===== config.mk =====
export PLATFORM = sky130hd
export DESIGN_NAME = multicycle_control_unit
export DESIGN_NICKNAME = d
export VERILOG_FILES = /design/src/rtl/multicycle_control_unit.sv
export SDC_FILE = /design/constraint.sdc
export NUM_CORES = 1
export LEC_CHECK = 0
export BUFFER_PORTS_ARGS = -buffer_cell sky130_fd_sc_hd__buf_2
export CELL_PAD_IN_SITES_DETAIL_PLACEMENT = 1
export CELL_PAD_IN_SITES_GLOBAL_PLACEMENT = 1
export CORE_AREA = 2 2 76 78
export CTS_CLUSTER_DIAMETER = 120
export DETAILED_ROUTE_END_ITERATION = 6
export DIE_AREA = 0 0 78 80
export GPL_ROUTABILITY_DRIVEN = 0
export HOLD_SLACK_MARGIN = 0.05
export PLACE_DENSITY_LB_ADDON = 0.12
export SLEW_MARGIN = 5
export SYNTH_ARGS = -nofsm -noshare
export SYNTH_HDL_FRONTEND = slang
export SYNTH_SLANG_ARGS = --single-unit

===== constraint.sdc =====
create_clock -name clk -period 3.1 [get_ports clk]
set_input_delay 0 -clock clk [delete_from_list [all_inputs] [get_ports clk]]
set_output_delay 0 -clock clk [all_outputs]
set_load 0.1 [all_outputs]

===== src/rtl/multicycle_control_unit.sv =====
// Control FSM for the multicycle RV32 datapath.
// Moore-decoded enables, selects and ALU control, plus an illegal flag and a retire counter.
module multicycle_control_unit #(
    parameter int CNT_W = 32
) (
    input  logic             clk,
    input  logic             reset,
    input  logic [31:0]      instr,
    input  logic             zero,
    output logic             mem_write,
    output logic             reg_write,
    output logic             ir_write,
    output logic             pc_write,
    output logic             instruction_or_data,
    output logic [1:0]       result_src,
    output logic [1:0]       alu_src_a,
    output logic [1:0]       alu_src_b,
    output logic [2:0]       alu_control,
    output logic             illegal,
    output logic [3:0]       state_dbg,
    output logic [CNT_W-1:0] retired
);

    typedef enum logic [3:0] {
        FETCH    = 4'd0,
        DECODE   = 4'd1,
        MEMADR   = 4'd2,
        MEMREAD  = 4'd3,
        MEMWB    = 4'd4,
        MEMWRITE = 4'd5,
        EXECR    = 4'd6,
        EXECI    = 4'd7,
        ALUWB    = 4'd8,
        BEQ      = 4'd9,
        JAL      = 4'd10,
        ILLEGAL  = 4'd11
    } state_t;

    localparam logic [6:0] OP_LW   = 7'b0000011;
    localparam logic [6:0] OP_SW   = 7'b0100011;
    localparam logic [6:0] OP_R    = 7'b0110011;
    localparam logic [6:0] OP_I    = 7'b0010011;
    localparam logic [6:0] OP_BR   = 7'b1100011;
    localparam logic [6:0] OP_JAL  = 7'b1101111;

    state_t      state;
    state_t      state_next;

    logic [6:0]  opcode;
    logic [2:0]  f3;
    logic        op5;
    logic        f7b5;

    logic        pc_update;
    logic        branch;
    logic        ir_write_s;
    logic        reg_write_s;
    logic        mem_write_s;
    logic [1:0]  alu_op;
    logic        retire_now;

    logic        unused_instr;

    assign opcode = instr[6:0];
    assign f3     = instr[14:12];
    assign op5    = instr[5];
    assign f7b5   = instr[30];

    assign unused_instr = ^{instr[31], instr[29:15], instr[11:7]};

    // State register; reset aborts any instruction in flight.
    always_ff @(posedge clk or posedge reset) begin
        if (reset) begin
            state <= FETCH;
        end else begin
            state <= state_next;
        end
    end

    // Next-state and per-state Moore outputs.
    always_comb begin
        state_next          = state;
        pc_update           = 1'b0;
        branch              = 1'b0;
        ir_write_s          = 1'b0;
        reg_write_s         = 1'b0;
        mem_write_s         = 1'b0;
        instruction_or_data = 1'b0;
        result_src          = 2'b00;
        alu_src_a           = 2'b00;
        alu_src_b           = 2'b00;
        alu_op              = 2'b00;
        unique case (state)
            FETCH: begin
                ir_write_s = 1'b1;
                alu_src_b  = 2'b01;
                result_src = 2'b10;
                pc_update  = 1'b1;
                state_next = DECODE;
            end
            DECODE: begin
                alu_src_b = 2'b10;
                unique case (opcode)
                    OP_LW, OP_SW: state_next = MEMADR;
                    OP_R:         state_next = EXECR;
                    OP_I:         state_next = EXECI;
                    OP_BR:        state_next = (f3 == 3'b000) ? BEQ : ILLEGAL;
                    OP_JAL:       state_next = JAL;
                    default:      state_next = ILLEGAL;
                endcase
            end
            MEMADR: begin
                alu_src_a  = 2'b01;
                alu_src_b  = 2'b10;
                state_next = (opcode == OP_LW) ? MEMREAD : MEMWRITE;
            end
            MEMREAD: begin
                instruction_or_data = 1'b1;
                state_next          = MEMWB;
            end
            MEMWB: begin
                result_src  = 2'b01;
                reg_write_s = 1'b1;
                state_next  = FETCH;
            end
            MEMWRITE: begin
                instruction_or_data = 1'b1;
                mem_write_s         = 1'b1;
                state_next          = FETCH;
            end
            EXECR: begin
                alu_src_a  = 2'b01;
                alu_op     = 2'b10;
                state_next = ALUWB;
            end
            EXECI: begin
                alu_src_a  = 2'b01;
                alu_src_b  = 2'b10;
                alu_op     = 2'b10;
                state_next = ALUWB;
            end
            ALUWB: begin
                reg_write_s = 1'b1;
                state_next  = FETCH;
            end
            BEQ: begin
                alu_src_a  = 2'b01;
                alu_op     = 2'b01;
                branch     = 1'b1;
                state_next = FETCH;
            end
            JAL: begin
                alu_src_b  = 2'b01;
                pc_update  = 1'b1;
                state_next = ALUWB;
            end
            ILLEGAL: begin
                state_next = ILLEGAL;
            end
            default: begin
                state_next = ILLEGAL;
            end
        endcase
    end

    // ALU decoder: funct fields only matter for alu_op=10.
    always_comb begin
        alu_control = 3'b000;
        unique case (alu_op)
            2'b01: alu_control = 3'b001;
            2'b10: begin
                unique case (f3)
                    3'b000:  alu_control = (op5 & f7b5) ? 3'b001 : 3'b000;
                    3'b010:  alu_control = 3'b101;
                    3'b110:  alu_control = 3'b011;
                    3'b111:  alu_control = 3'b010;
                    default: alu_control = 3'b000;
                endcase
            end
            default: alu_control = 3'b000;
        endcase
    end

    // Enables are held low while reset is asserted.
    assign ir_write  = ir_write_s & ~reset;
    assign reg_write = reg_write_s & ~reset;
    assign mem_write = mem_write_s & ~reset;
    assign pc_write  = (pc_update | (branch & zero)) & ~reset;
    assign state_dbg = state;

    assign retire_now = (state == MEMWB) || (state == MEMWRITE) ||
                        (state == ALUWB) || (state == BEQ);

    // Sticky illegal flag, set on entry to ILLEGAL.
    always_ff @(posedge clk or posedge reset) begin
        if (reset) begin
            illegal <= 1'b0;
        end else if (state_next == ILLEGAL) begin
            illegal <= 1'b1;
        end
    end

    // Retired counter bumps on the edge leaving a final state.
    always_ff @(posedge clk or posedge reset) begin
        if (reset) begin
            retired <= '0;
        end else if (retire_now) begin
            retired <= retired + CNT_W'(1);
        end
    end

endmodule


==> reports/metrics.yaml, run 1 <==
global_route:
  first_global_vias: 1679
  global_route.overflow_total: 0
  antenna_violations_before_repair: 0
  grt_max_degree: 38
  grt_first_pass_wirelength_um: 8100
  grtUsageTotal_pct: 16.49
die:
  initial_utilization_pct: 37.34
  fp-row-count: 27
  die-width_um: 78
  core_area_um2: 5405
  design.portCount: 86
  chipHeight_um: 80
  floorplan.die_area_um2: 6240
sta:
  drv_slew: 0
  slew_headroom_pct: 59.70
  rsz0062_at_grt: "no"
  worstMarginPinSlew_ns: 0.6012
  timing.final.hold_violations: 0
  finalWorstSetupSlack_ns: 0.5194
  setup_violations: 0
  fin_worst_skew_ns: 0.007107
  finalWorstPathRequiredPeriod_ns: 2.581
  whs_ns: 0.05886
  final.period_utilization_pct: 83.25
  fmax_ghz: 0.3875
clocking:
  cts_root_buf: "sky130_fd_sc_hd__clkbuf_8"
  ctsResizeCount: 0
  tritoncts: "yes"
  cts_setup_buffers: 0
  clk_pin_slew_worst_paths_ns: 0.07
  clock_path_buffers: 2
  htreeDepth: 2
  postCtsHoldBufs: 2
  cts.sink_count: 37
  cts_inserted_buffers: 5
  clock_insertion_delay_worst_skew_ns: 0.29
logic_synthesis:
  synth.top_cell.area_share_pct: 45.88
  yosysTopAreaCell: "sky130_fd_sc_hd__dfrtp_1"
  postSynthAreaPerCell_um2: 9.893
  post-synth-top-count-cell: "sky130_fd_sc_hd__dfrtp_1"
  synth.top_cells.by_count: "sky130_fd_sc_hd__dfrtp_1, sky130_fd_sc_hd__nor2_1, sky130_fd_sc_hd__nand2_1"
  postSynth.asyncResetShare_pct: 100.0
  synth.net_count: 242
  syn-cell-area_um2: 2018
  synth.top_cells.by_area: "sky130_fd_sc_hd__dfrtp_1, sky130_fd_sc_hd__xnor2_1, sky130_fd_sc_hd__xor2_1"
  synth.distinct_cells: 40
  synth-seq-area-share_pct: 45.88
  yosys_register_bits: 37
  yosys_most_used_dff: "sky130_fd_sc_hd__dfrtp_1"
  synth_cells: 204
  synth_edf_count: 0
  yosys_warnings: 0
drt:
  detailroute.via_count: 1690
  detail_route.vias_per_cell: 4.913
  detail_route.drc_violations: 0
  wl_per_cell_um: 13.84
  finalWirelength_um: 4760
  dr.first_iter.drc_count: 43
  dr.pass1.iters: 5
  antenna_left: 0
finish:
  antenna_cells_inserted: 0
  utilization_pct: 47.22
  final.fill_count: 643
  final_nets: 309
  layout_cell_share_with_drive_strength_beyond_1_pct: 35.66
  signed_area_change_from_the_synthesized_netlist_to_the_final_layout_pct: 26.47
pwr:
  post-layout-total-power_uw: 848.7
  powerDensity_nw_per_um2: 332.5
  p_leak_uw: 0.001274
  vdd_drop_max_v: 0.0001488
worst_setup_path:
  rr_worst_depth: 5
  critical_path_class: "reg -> out"
  endpoint_kind: "output pin"
  cp_data_required_time_ns: 3.10
  start_kind: "flop"
  crit_arrival_ns: 2.58
  critical_path.max_fanout: 13
job:
  reported_max_cap_violation_count: 0
placed_design:
  dpl.hpwl_um: 3443
  dp_worst_setup_slack_ns: 0.8463
  numPortBuffers: 63
min_path:
  worstHoldPathCells: 3
  hold_path_class: "in -> reg"
run_status:
  status: "completed"
-- report_power, final --
part	internal [uW]	switching (uW)	total (uW)	leakage (uW)
clock network	156	176	332	0.0000450
logic	10.0	24.2	34.3	0.000732
registers	482	0	482	0.000496
-- worst max-delay path: stages, from the launching register on --
cell and delay (ns):
sky130_fd_sc_hd__dfrtp_1 0.69, sky130_fd_sc_hd__inv_1 0.24, sky130_fd_sc_hd__or2_2 0.36, sky130_fd_sc_hd__inv_1 0.06, sky130_fd_sc_hd__ha_1 0.16, sky130_fd_sc_hd__nor3b_1 0.19, sky130_fd_sc_hd__nor2_1 0.07, sky130_fd_sc_hd__nor2_1 0.09
sky130_fd_sc_hd__buf_2 0.43
-- cells in the final DEF, fill, tap and decap left out, types with 7 or more instances in the layout --
| cell type | instances |
|---|---|
| sky130_fd_sc_hd__buf_2 | 63 |
| sky130_fd_sc_hd__inv_1 | 10 |
| sky130_fd_sc_hd__dfrtp_1 | 37 |
| sky130_fd_sc_hd__xnor2_1 | 18 |
| sky130_fd_sc_hd__nor2_1 | 20 |
| sky130_fd_sc_hd__nand4_1 | 10 |
| sky130_fd_sc_hd__nor3_2 | 7 |
| sky130_fd_sc_hd__nand2_1 | 20 |
| sky130_fd_sc_hd__xor2_1 | 15 |
| sky130_fd_sc_hd__nand3_1 | 11 |
-- kinds of logic after synthesis --
group	share of synthesized area, %
AO/OA/AOI/OAI	3.534
XOR/XNOR	15.13
adder cells (fa/ha/maj)	1.860
buffers and inverters	4.278
flip-flops	45.88
multiplexers	0.5579
other	0.1858
AND/OR/NAND/NOR	28.58
-- layout make-up --
| type | instances | area [um2] | share of cell area (%) |
|---|---|---|---|
| clock inverter | 2 | 10.01 | 0.3922 |
| tap | 72 | 90.09 | 3.529 |
| multi-input combinational | 150 | 1066 | 41.76 |
| timing repair buffer | 67 | 350.3 | 13.73 |
| sequential | 37 | 925.9 | 36.27 |
| clock buffer | 6 | 72.57 | 2.843 |
| inverter | 10 | 37.54 | 1.471 |
-- registers in the layout (all words and copies together) (netlist names) --
register and flops:
retired 32, illegal 1, state_dbg 4
-- layer usage --
metal | share of wire [%] | vias up | routed length, um | GRT usage (%)
met3 | 6.2 | 6 | 296 | 4.186
met4 | 1.4 | 0 | 69 | 5.789
li1 | - | 825 | - | -
met5 | 0 | - | 0 | 0
met1 | 46 | 812 | 2205 | 21.74
met2 | 46 | 47 | 2189 | 26.38
-- final timing paths --
kind / to / slack [ns] / start
setup / recovery: alu_control[0] / 0.52 / state_dbg[1]
hold / removal: state_dbg[0] / 0.06 / instr[5]
setup reg to reg: retired[8] / 1.08 / state_dbg[3]
hold reg to reg: retired[31] / 0.46 / retired[31]
max in group asynchronous: retired[5] / 2.26 / reset
min in group asynchronous: retired[0] / 0.48 / reset
-- through the flow --
stage / instance area [um2] / TNS (ns) / cells
after floorplan: 2078 / -1.620 / 204
after global placement: 2450 / 0 / 334
after detailed placement: 2450 / 0 / 334
after CTS: 2552 / 0 / 344
after global routing: 2552 / 0 / 344
final: 2552 / 0 / 344
Note: power is estimated with default switching activity, not from simulation.
==> run 2, diff against run 1 <==
--- a/config.mk
+++ b/config.mk
@@ -5,13 +5,14 @@
 export SDC_FILE = /design/constraint.sdc
 export NUM_CORES = 1
 export LEC_CHECK = 0
+export ABC_AREA = 1
 export BUFFER_PORTS_ARGS = -buffer_cell sky130_fd_sc_hd__buf_2
 export CELL_PAD_IN_SITES_DETAIL_PLACEMENT = 1
 export CELL_PAD_IN_SITES_GLOBAL_PLACEMENT = 1
-export CORE_AREA = 2 2 76 78
+export CORE_AREA = 2 2 93 95
 export CTS_CLUSTER_DIAMETER = 120
 export DETAILED_ROUTE_END_ITERATION = 6
-export DIE_AREA = 0 0 78 80
+export DIE_AREA = 0 0 95 97
 export GPL_ROUTABILITY_DRIVEN = 0
 export HOLD_SLACK_MARGIN = 0.05
 export PLACE_DENSITY_LB_ADDON = 0.12
==> constraint.sdc (replaced) <==
create_clock -name clk -period 2.1 [get_ports clk]
set_input_delay 0 -clock clk [delete_from_list [all_inputs] [get_ports clk]]
set_output_delay 0 -clock clk [all_outputs]
set_load 0.1 [all_outputs]
==> run 2 against run 1 <==
  * Worst setup slack worse by 0.43 ns
  * Sequential cell count unchanged
  * Clock-buffer cell count unchanged
  * Via count up 47%
  * Non-clock buffer count down 1
  * Combinational power up 67%
  * Register-to-register slack worse by 0.63 ns
  * Final area up 26%
  * Critical endpoint is now alu_control[2]
  * Largest cell class unchanged
==> reports/metrics.yaml, run 2 <==
run_status:
  status: "completed"
die:
  floorplan.die_area_um2: 9215  # +48%
  core_area_um2: 8134  # +50%
  initial_utilization_pct: 30.32  # -7.0 points
  fp-row-count: 33  # +22%
  die-width_um: 95  # +22%
  chipHeight_um: 97  # +21%
  design.portCount: 86  # unchanged
logic_synthesis:
  yosys_warnings: 0  # unchanged
  post-synth-top-count-cell: "sky130_fd_sc_hd__nand2_1"
  postSynth.asyncResetShare_pct: 100.0  # unchanged
  synth_cells: 366  # +79%
  yosys_most_used_dff: "sky130_fd_sc_hd__dfrtp_1"
  synth.net_count: 404  # +67%
  yosysTopAreaCell: "sky130_fd_sc_hd__dfrtp_1"
  postSynthAreaPerCell_um2: 6.738  # -32%
  synth.top_cells.by_area: "sky130_fd_sc_hd__dfrtp_1, sky130_fd_sc_hd__nand2_1, sky130_fd_sc_hd__nor2_1"
  synth.top_cells.by_count: "sky130_fd_sc_hd__nand2_1, sky130_fd_sc_hd__nor2_1, sky130_fd_sc_hd__inv_1"
  synth.top_cell.area_share_pct: 37.54  # -8.3 points
  yosys_register_bits: 37  # unchanged
  synth.distinct_cells: 30  # -25%
  syn-cell-area_um2: 2466  # +22%
  synth_edf_count: 0  # unchanged
  synth-seq-area-share_pct: 37.54  # -8.3 points
pwr:
  pint_uw: 1115  # +72%
  power.switching_fraction_pct: 22.04  # -1.6 points
  total_switching_power_uw: 315.3  # +57%
  vdd_drop_max_v: 0.0001817  # +22%
  power_frac_comb_pct: 4.0  # about the same
  powerDensity_nw_per_um2: 446.0  # +34%
  p_leak_uw: 0.001542  # +21%
  pwr-share-clk_pct: 46.2  # +7.1 points
  sequentialPowerShare_pct: 49.8  # -7.0 points
global_route:
  grt_max_degree: 38  # unchanged
  grt_first_pass_wirelength_um: 12570  # +55%
  grtUsageTotal_pct: 17.05  # +0.56 points
  antenna_violations_before_repair: 0  # unchanged
  first_global_vias: 2683  # +60%
  global_route.overflow_total: 0  # unchanged
sta:
  final.period_utilization_pct: 95.72
  worstMarginPinSlew_ns: 0.5057  # -0.09552 ns
  timing.final.hold_violations: 0  # unchanged
  rsz0062_at_grt: "no"
  finalWorstSetupSlack_ns: 0.08978  # -0.4296 ns
  fmax_ghz: 0.4975
  drv_slew: 0  # unchanged
  fin_worst_skew_ns: 0.01560  # +0.008490 ns
  slew_headroom_pct: 66.29  # +6.6 points
  finalWorstPathRequiredPeriod_ns: 2.010
  setup_violations: 0  # unchanged
worst_setup_path:
  critical_path.max_fanout: 5  # -8
  cp_data_required_time_ns: 2.10  # -1.00 ns
  start_kind: "flop"
  crit_arrival_ns: 2.01  # -0.57 ns
  endpoint_kind: "output pin"
  rr_worst_depth: 8  # +3
  critical_path_class: "reg -> out"
finish:
  signed_area_change_from_the_synthesized_netlist_to_the_final_layout_pct: 30.04
  finalInstanceArea_um2: 3207  # +26%
  layout_cell_share_with_drive_strength_beyond_1_pct: 25.63  # -10 points
  antenna_cells_inserted: 0  # unchanged
  layout_commonest_cell: "sky130_fd_sc_hd__nand2_1"
  max_flop_register: "retired"
  layout.cells.non_filler: 542  # +58%
  final_nets: 474  # +53%
  multi_input_comb_area_um2: 1445  # +36%
  mostFrequentLayoutCells: "sky130_fd_sc_hd__nand2_1, sky130_fd_sc_hd__nor2_1, sky130_fd_sc_hd__buf_2"
  layout.area.seq_um2: 943.4  # +1.9%
  final.fill_count: 1027  # +60%
  largest_register_ff_count: 32  # unchanged
clocking:
  clk_pin_slew_worst_paths_ns: 0.07  # about the same
  tritoncts: "yes"
  cts.sink_count: 37  # unchanged
  cts_root_buf: "sky130_fd_sc_hd__clkbuf_8"
  clock_path_buffers: 2  # unchanged
  htreeDepth: 2  # unchanged
  clock_insertion_delay_worst_skew_ns: 0.30  # about the same
  cts_inserted_buffers: 5  # unchanged
job:
  reported_max_cap_violation_count: 0  # unchanged
min_path:
  hold_path_class: "in -> reg"
  worstHoldPathCells: 5  # +2
placed_design:
  dpl.hpwl_um: 5888  # +71%
  instance_area_at_placement_um2: 3057  # +25%
  placed_cells_incl_taps: 532  # +59%
  numPortBuffers: 63  # unchanged
  dp_worst_setup_slack_ns: 0.2786  # -0.5677 ns
drt:
  antenna_left: 0  # unchanged
  detail_route.vias_per_cell: 4.583  # -6.7%
  detail_route.drc_violations: 0  # unchanged
  detailroute.via_count: 2484  # +47%
  wl_per_cell_um: 13.40  # -3.2%
  dr.first_iter.drc_count: 86  # +100%
  dr.pass1.iters: 4  # -1
  finalWirelength_um: 7262  # +53%
run 2: timing repair:
item	CTS	global route
resized for setup	2	1
hold buffers	2	0
endpoints found under the setup margin	1	1
hold endpoints to repair	38	0
buffers inserted	0	0
pin swaps	2	0
run 2: final timing paths:
| kind | slack (ns) | start | to |
|---|---|---|---|
| hold reg to reg | 0.48 | illegal | illegal |
| setup reg to reg | 0.45 | state_dbg[2] | retired[19] |
| max in group asynchronous | 1.22 | reset | state_dbg[0] |
| hold / removal | 0.11 | instr[13] | state_dbg[1] |
| setup / recovery | 0.09 | state_dbg[3] | alu_control[2] |
| min in group asynchronous | 0.47 | reset | retired[14] |
run 2: stage by stage:
stage               util, %  setup TNS, ns  total power (uW)  hold WS (ns)
floorplan                 -        -0.8542             756.1       0.09596
global placement      37.58              0             781.2        0.2496
detailed placement    37.58              0             782.9        0.2620
CTS                   39.39              0              1457        0.1070
global route          39.42              0              1487        0.1390
finish                39.42              0              1430        0.1132
run 2: cell families (layout without fill, tap and decap cells):
group	after synthesis	in the layout	share of synthesized area, %
AO/OA/AOI/OAI	8	8	1.979
XOR/XNOR	19	19	6.748
adder cells (fa/ha/maj)	3	3	1.522
buffers and inverters	48	119	8.016
flip-flops	37	37	37.54
other	1	1	0.1521
AND/OR/NAND/NOR	250	250	44.04
run 2: critical path, cell delays in order, from the launching register on:
cell                      delay, ns
sky130_fd_sc_hd__dfrtp_4       0.51
sky130_fd_sc_hd__inv_2         0.06
sky130_fd_sc_hd__nand2_2       0.08
sky130_fd_sc_hd__nor2_4        0.14
sky130_fd_sc_hd__inv_2         0.07
sky130_fd_sc_hd__ha_4          0.22
sky130_fd_sc_hd__or2_4         0.25
sky130_fd_sc_hd__nor4_4        0.18
sky130_fd_sc_hd__buf_12        0.21
run 2: per-layer routing:
layer | global-route usage, % | up-vias | wire length [um]
met4 | 3.344 | 0 | 51
met3 | 2.570 | 5 | 223
met2 | 29.24 | 39 | 3541
met1 | 22.61 | 1175 | 3447
met5 | 0 | - | 0
li1 | - | 1265 | -
run 2: power by group through the flow:
stage                     Combinational, uW  Clock, uW  Sequential [uW]
after CTS                              59.7        685              712
after floorplan                        30.0          0              726
final                                  57.4        661              712
after detailed placement               56.8          0              726
after global placement                 55.0          0              726
after global routing                   65.9        709              712
run 2: area by class of cell:
type / count / share of cell area (%)
tap: 105 / 4.097
clock inverter: 2 / 1.171
multi-input combinational: 281 / 45.06
timing repair buffer: 66 / 12.17
inverter: 45 / 5.501
clock buffer: 6 / 2.575
sequential: 37 / 29.42
